[src/rtl/alu_pkg.sv]
// Shared definitions for the sequential divider: FSM state encoding and default datapath width.
package alu_pkg;

   localparam int unsigned ALU_WIDTH = 32;

   typedef enum logic [1:0] {
      IDLE = 2'd0,
      CALC = 2'd1,
      DONE = 2'd2
   } div_state_e;

endpackage

[src/rtl/alu_div_step.sv]
// One restoring-division iteration: shift the {remainder, dividend} pair left,
// trial-subtract the divisor and select the next quotient bit.
module alu_div_step
   import alu_pkg::*;
#(
   parameter int unsigned WIDTH = ALU_WIDTH
) (
   input  logic [WIDTH-1:0] rem_in,
   input  logic [WIDTH-1:0] quo_in,
   input  logic [WIDTH-1:0] divisor,
   output logic [WIDTH-1:0] rem_out,
   output logic [WIDTH-1:0] quo_out
);

   logic [WIDTH:0] shifted;
   logic [WIDTH:0] trial;
   logic           fits;

   always_comb begin
      shifted = {rem_in, quo_in[WIDTH-1]};
      trial   = shifted - {1'b0, divisor};
      // rem_in < divisor, so a set shifted MSB always fits; otherwise the borrow decides
      fits    = shifted[WIDTH] | ~trial[WIDTH];
      rem_out = fits ? trial[WIDTH-1:0] : shifted[WIDTH-1:0];
      quo_out = {quo_in[WIDTH-2:0], fits};
   end

endmodule

[src/rtl/alu_div_seq.sv]
// Multi-cycle restoring divider (div/divu), one quotient bit per cycle.
// Signed operation is compiled in only when ALU_DIV_SIGNED_EN is defined.
module alu_div_seq
   import alu_pkg::*;
#(
   parameter int unsigned WIDTH = ALU_WIDTH
) (
   input  logic             clk,
   input  logic             rst_n,
   input  logic             start,
   input  logic             is_signed,
   input  logic [WIDTH-1:0] a,
   input  logic [WIDTH-1:0] b,
   output logic             busy,
   output logic             done,
   output logic [WIDTH-1:0] quotient,
   output logic [WIDTH-1:0] remainder,
   output logic             div_by_zero
);

   localparam int unsigned      CNT_W     = $clog2(WIDTH + 1);
   localparam logic [CNT_W-1:0] LAST_ITER = CNT_W'(WIDTH);

   div_state_e       state_q, state_d;
   logic [CNT_W-1:0] cnt_q, cnt_d;
   logic [WIDTH-1:0] rem_q, rem_d;
   logic [WIDTH-1:0] quo_q, quo_d;
   logic [WIDTH-1:0] dvs_q, dvs_d;
   logic             zero_q, zero_d;
   logic             neg_quo_q, neg_quo_d;
   logic             neg_rem_q, neg_rem_d;
   logic [WIDTH-1:0] quotient_q, quotient_d;
   logic [WIDTH-1:0] remainder_q, remainder_d;
   logic             dbz_q, dbz_d;

   logic [WIDTH-1:0] mag_a, mag_b;
   logic             neg_quo, neg_rem;
   logic [WIDTH-1:0] step_rem, step_quo;

`ifdef ALU_DIV_SIGNED_EN
   logic sgn_a, sgn_b;

   assign sgn_a   = is_signed & a[WIDTH-1];
   assign sgn_b   = is_signed & b[WIDTH-1];
   assign mag_a   = sgn_a ? -a : a;
   assign mag_b   = sgn_b ? -b : b;
   assign neg_quo = sgn_a ^ sgn_b;
   assign neg_rem = sgn_a;
`else
   logic unused_is_signed;

   assign unused_is_signed = is_signed;
   assign mag_a   = a;
   assign mag_b   = b;
   assign neg_quo = 1'b0;
   assign neg_rem = 1'b0;
`endif

   alu_div_step #(
      .WIDTH (WIDTH)
   ) u_step (
      .rem_in  (rem_q),
      .quo_in  (quo_q),
      .divisor (dvs_q),
      .rem_out (step_rem),
      .quo_out (step_quo)
   );

   always_comb begin
      state_d     = state_q;
      cnt_d       = cnt_q;
      rem_d       = rem_q;
      quo_d       = quo_q;
      dvs_d       = dvs_q;
      zero_d      = zero_q;
      neg_quo_d   = neg_quo_q;
      neg_rem_d   = neg_rem_q;
      quotient_d  = quotient_q;
      remainder_d = remainder_q;
      dbz_d       = dbz_q;

      if (state_q == CALC) begin
         if (zero_q) begin
            // quo_q holds the raw dividend when the divisor is zero
            state_d     = DONE;
            quotient_d  = '1;
            remainder_d = quo_q;
            dbz_d       = 1'b1;
         end else if (cnt_q == LAST_ITER) begin
            state_d     = DONE;
            quotient_d  = neg_quo_q ? -quo_q : quo_q;
            remainder_d = neg_rem_q ? -rem_q : rem_q;
            dbz_d       = 1'b0;
         end else begin
            rem_d = step_rem;
            quo_d = step_quo;
            cnt_d = cnt_q + 1'b1;
         end
      end else if (start) begin
         state_d   = CALC;
         cnt_d     = '0;
         rem_d     = '0;
         zero_d    = (b == '0);
         quo_d     = (b == '0) ? a : mag_a;
         dvs_d     = mag_b;
         neg_quo_d = neg_quo;
         neg_rem_d = neg_rem;
      end else if (state_q == DONE) begin
         state_d = IDLE;
      end
   end

   always_ff @(posedge clk or negedge rst_n) begin
      if (!rst_n) begin
         state_q     <= IDLE;
         cnt_q       <= '0;
         rem_q       <= '0;
         quo_q       <= '0;
         dvs_q       <= '0;
         zero_q      <= 1'b0;
         neg_quo_q   <= 1'b0;
         neg_rem_q   <= 1'b0;
         quotient_q  <= '0;
         remainder_q <= '0;
         dbz_q       <= 1'b0;
      end else begin
         state_q     <= state_d;
         cnt_q       <= cnt_d;
         rem_q       <= rem_d;
         quo_q       <= quo_d;
         dvs_q       <= dvs_d;
         zero_q      <= zero_d;
         neg_quo_q   <= neg_quo_d;
         neg_rem_q   <= neg_rem_d;
         quotient_q  <= quotient_d;
         remainder_q <= remainder_d;
         dbz_q       <= dbz_d;
      end
   end

   assign busy        = (state_q == CALC);
   assign done        = (state_q == DONE);
   assign quotient    = quotient_q;
   assign remainder   = remainder_q;
   assign div_by_zero = dbz_q;

endmodule
[config.mk]
export PLATFORM = sky130hd
export DESIGN_NAME = alu_div_seq
export DESIGN_NICKNAME = d
export VERILOG_FILES = /design/src/rtl/alu_pkg.sv /design/src/rtl/alu_div_step.sv /design/src/rtl/alu_div_seq.sv
export SDC_FILE = /design/constraint.sdc
export NUM_CORES = 1
export LEC_CHECK = 0
export BUFFER_PORTS_ARGS = -buffer_cell sky130_fd_sc_hd__buf_2
export CAP_MARGIN = 20
export CORE_MARGIN = 1
export CORE_UTILIZATION = 62
export CTS_CLUSTER_DIAMETER = 80
export CTS_CLUSTER_SIZE = 12
export DETAILED_ROUTE_END_ITERATION = 16
export PLACE_DENSITY = 0.91
export SLEW_MARGIN = 10
export SYNTH_ARGS = -nofsm -noshare
export SYNTH_HDL_FRONTEND = slang
export SYNTH_SLANG_ARGS = --single-unit
[constraint.sdc]
create_clock -name clk -period 6.65 [get_ports clk]
set_clock_uncertainty 0.05 [all_clocks]
set_input_delay 0.3325 -clock clk [delete_from_list [all_inputs] [get_ports clk]]
set_output_delay 0.3325 -clock clk [all_outputs]
set_load 0.01 [all_outputs]
==> results by group <==
Layout
  • FF/Latch Area: 0.00426 mm2
  • ANT cells: 0
  • # fillers: 1007
  • Post-route insts no fill: 1296
  • Share of layout cells above drive strength 1: 0.170
  • Multi-input logic area: 0.00443 mm2
  • Nets: 1206
  • Area Growth Syn to Fin: 15.2%

Yosys
  • Syn avg cell area: 9.08 um2
  • Post-synthesis sequential area ratio: 0.470
  • Netlist cell types: 62
  • Synth Area in XOR/XNOR: 0.0309
  • Multiplexer share of the synthesized area: 0.0687
  • Simple-Gate Fraction of Synth Area: 0.159
  • Yosys reg bits: 170
  • Area fraction in compound gates after synthesis: 0.178
  • Synth top cells by count: dfrtp_1, nand2_1, nor2_1, a21oi_1, o21ai_0
  • Post-synth top area share: 0.470
  • Main combinational cell family by area after synthesis: compound AO/OA/AOI/OAI gates
  • Synth warn: 0
  • Synthesized netlist cell count: 997
  • Cell with the most instances after synthesis: dfrtp_1
  • Synth top area cells: dfrtp_1, mux2i_1, nand2_1, a21oi_1, nor2_1
  • Leading area contributor after synthesis: dfrtp_1
  • Fraction of registers with async set/reset: 1.00
  • Cell Area, Synth: 0.00906 mm2
  • Synthesized-area fraction occupied by adder cells: 0.0492
  • Top_reg_cell synth: dfrtp_1
  • Syn_nets: 1100
  • Post-synth EDFFs: 0

Timing
  • Final Hold Fails: 0
  • Final max-slew violation count: 0
  • Tightest Pin Transition: 0.941 ns
  • Post-route clock period utilization: 0.542
  • Setup violations, final: 0
  • RSZ-0062 raised after global routing: false
  • Crit path time final: 3.60 ns
  • Fmax: 277 MHz
  • Setup tns final: 0 ns
  • Relative slew margins: 0.372

Clock tree
  • CTS H-tree lvls: 4
  • CTS tree: yes
  • Post-cts sizing count: 0
  • Hold buffer count at cts: 1
  • Clock root cell: clkbuf_16
  • Postcts setup bufs: 0
  • Worst-skew pair later-pin latency: 0.44 ns
  • Total CTS buffers: 17
  • Clock-pin slew on the worst setup and hold paths: 0.07 ns
  • CTS Buffer Depth: 2
  • Clock Sinks: 170

Min path
  • Hold Path Origin: b[26]
  • Hold Crit Depth: 3
  • Min-delay worst type: input port to register
  • Worst Hold Path EP: dvs_q[26]

Floorplan
  • Die H: 123 um
  • Area of the core: 0.0140 mm2
  • Die Wd: 123 um
  • Initial Util: 0.645
  • Die ar.: 0.0151 mm2
  • IO Pins: 135
  • Row count: 43

Place
  • PortBufs: 133
  • Gpl congestion: 0.929
  • DP HPWL: 15.1 mm
  • Placed cells: 1261

Power
  • P_leak: 0.00493 uW
  • Peak VDD IR: 290 uV
  • Power Dens Cells: 648 mW/mm2

Routing
  • 1st-iter DRT viols: 985
  • Final ANT Viol Nets: 0
  • Wirelength per Cell: 17.3 um
  • Drc violations: 0
  • First drt pass iteration count: 6
  • Routed WL: 22.4 mm
  • Via Count: 7906
  • Vias/cell: 6.10

Setup path
  • WP data required: 6.96 ns
  • R2R Setup Slk: 3.05 ns
  • CP max stage cell: fa_1
  • Worst Path Buf+Inv: 3
  • Worst r2r path cells: 13
  • FF-to-FF Start: quo_q[31]
  • Worst setup SP type: register
  • Critical path capture point type: register
  • Crit-path cells: inv_1, ha_1, inv_1, fa_1, a211oi_1, o211ai_1, o211ai_1, a21oi_1, o21ai_1, nand3_2, buf_4, mux2_1, o21ai_1
  • Crit Reg-Reg Endpoint: rem_q[0]
  • Stage delay of the slowest cell on the critical path: 0.44 ns
  • Worst Path Arrival: 3.91 ns
  • Largest delay contributor family on the critical path: compound AO/OA/AOI/OAI gates
  • Crit path max fanout: 29
  • Critical path type: register to register

Global route
  • Largest net degree at the start of global routing: 126
  • First-pass GRT wire length: 35.6 mm
  • Total gr overflow: 0
  • Number of global-route vias before repair: 7084
  • All-Layer GR Usage: 0.310
  • Initial antenna violation count: 0

Status
  • Status: finished clean

Run
  • Max-Cap Viols: 0
layout make-up:
class                      instances  share of cell area
inverter                          40              0.0144
multi-input combinational        730               0.424
clock inverter                    13              0.0134
tap                              180              0.0216
timing repair buffer             144              0.0757
sequential                       170               0.408
clock buffer                      19              0.0425
flip-flops by register name, indices dropped and copies added (netlist names):
| signal | count |
|---|---|
| quotient | 32 |
| dvs_q | 32 |
| zero_q | 1 |
| rem_q | 32 |
| remainder | 32 |
| quo_q | 32 |
| state_q | 2 |
| div_by_zero | 1 |
| cnt_q | 6 |
routing by layer:
metal	routed length, um	up-vias	global-route usage	share of wire
met5	0	-	0	0
li1	-	3724	-	-
met1	9930	3761	0.453	0.44
met3	1980	42	0.0599	0.088
met2	10000	379	0.457	0.45
met4	442	0	0.121	0.020
through the flow:
step	total power [uW]	instance area [um2]	setup slack, ns	utilization	hold WS, ns
detailed placement	5660	9790	3.10	0.697	0.417
global route	7270	10400	2.85	0.743	0.0672
finish	6760	10400	3.05	0.743	0.0591
floorplan	4730	9060	4.02	-	-0.0131
global placement	5480	9790	3.31	0.697	0.415
CTS	6700	10400	3.06	0.739	0.0540
cells in the final DEF, fill, tap and decap left out, types with 14 or more instances in the layout:
cell type,instances
buf_2,132
o21ai_0,72
mux2i_1,61
xor2_1,18
nand3_1,38
inv_1,40
dfrtp_1,169
a22oi_1,30
nand2_1,130
clkbuf_16,17
nor2_1,118
xnor2_1,14
ha_1,34
a21oi_1,94
tightest hold or removal path, delay by kind of cell:
family / cells / cell delay, ns
buffers and inverters: 1 / 0.09
and+or+nand+nor: 1 / 0.04
AOI/OAI and AO/OA: 1 / 0.06
how the worst max path moves through the flow:
stage | from | to | slack, ns | cells after the start
5_1_grt | quo_q[31] | rem_q[0] | 2.85 | 13
4_1_cts | quo_q[31] | rem_q[0] | 3.06 | 13
6_report | quo_q[31] | rem_q[0] | 3.05 | 13
3_3_place_gp | quo_q[31] | rem_q[0] | 3.31 | 13
2_1_floorplan | quo_q[31] | rem_q[0] | 4.02 | 13
3_5_place_dp | quo_q[31] | rem_q[0] | 3.10 | 13
report_power, final:
group,switching (uW),internal (uW)
combinational,2160,1570
clock,428,566
sequential,446,1590
total,3030,3720
kinds of logic after synthesis:
family,count (synthesis)
AOI/OAI and AO/OA,266
xor gates and xnor gates,32
adders and majority gates,35
buffers and inverters,97
DFF,170
muxes,62
and+or+nand+nor,335
(Power assumes the default switching activity.)
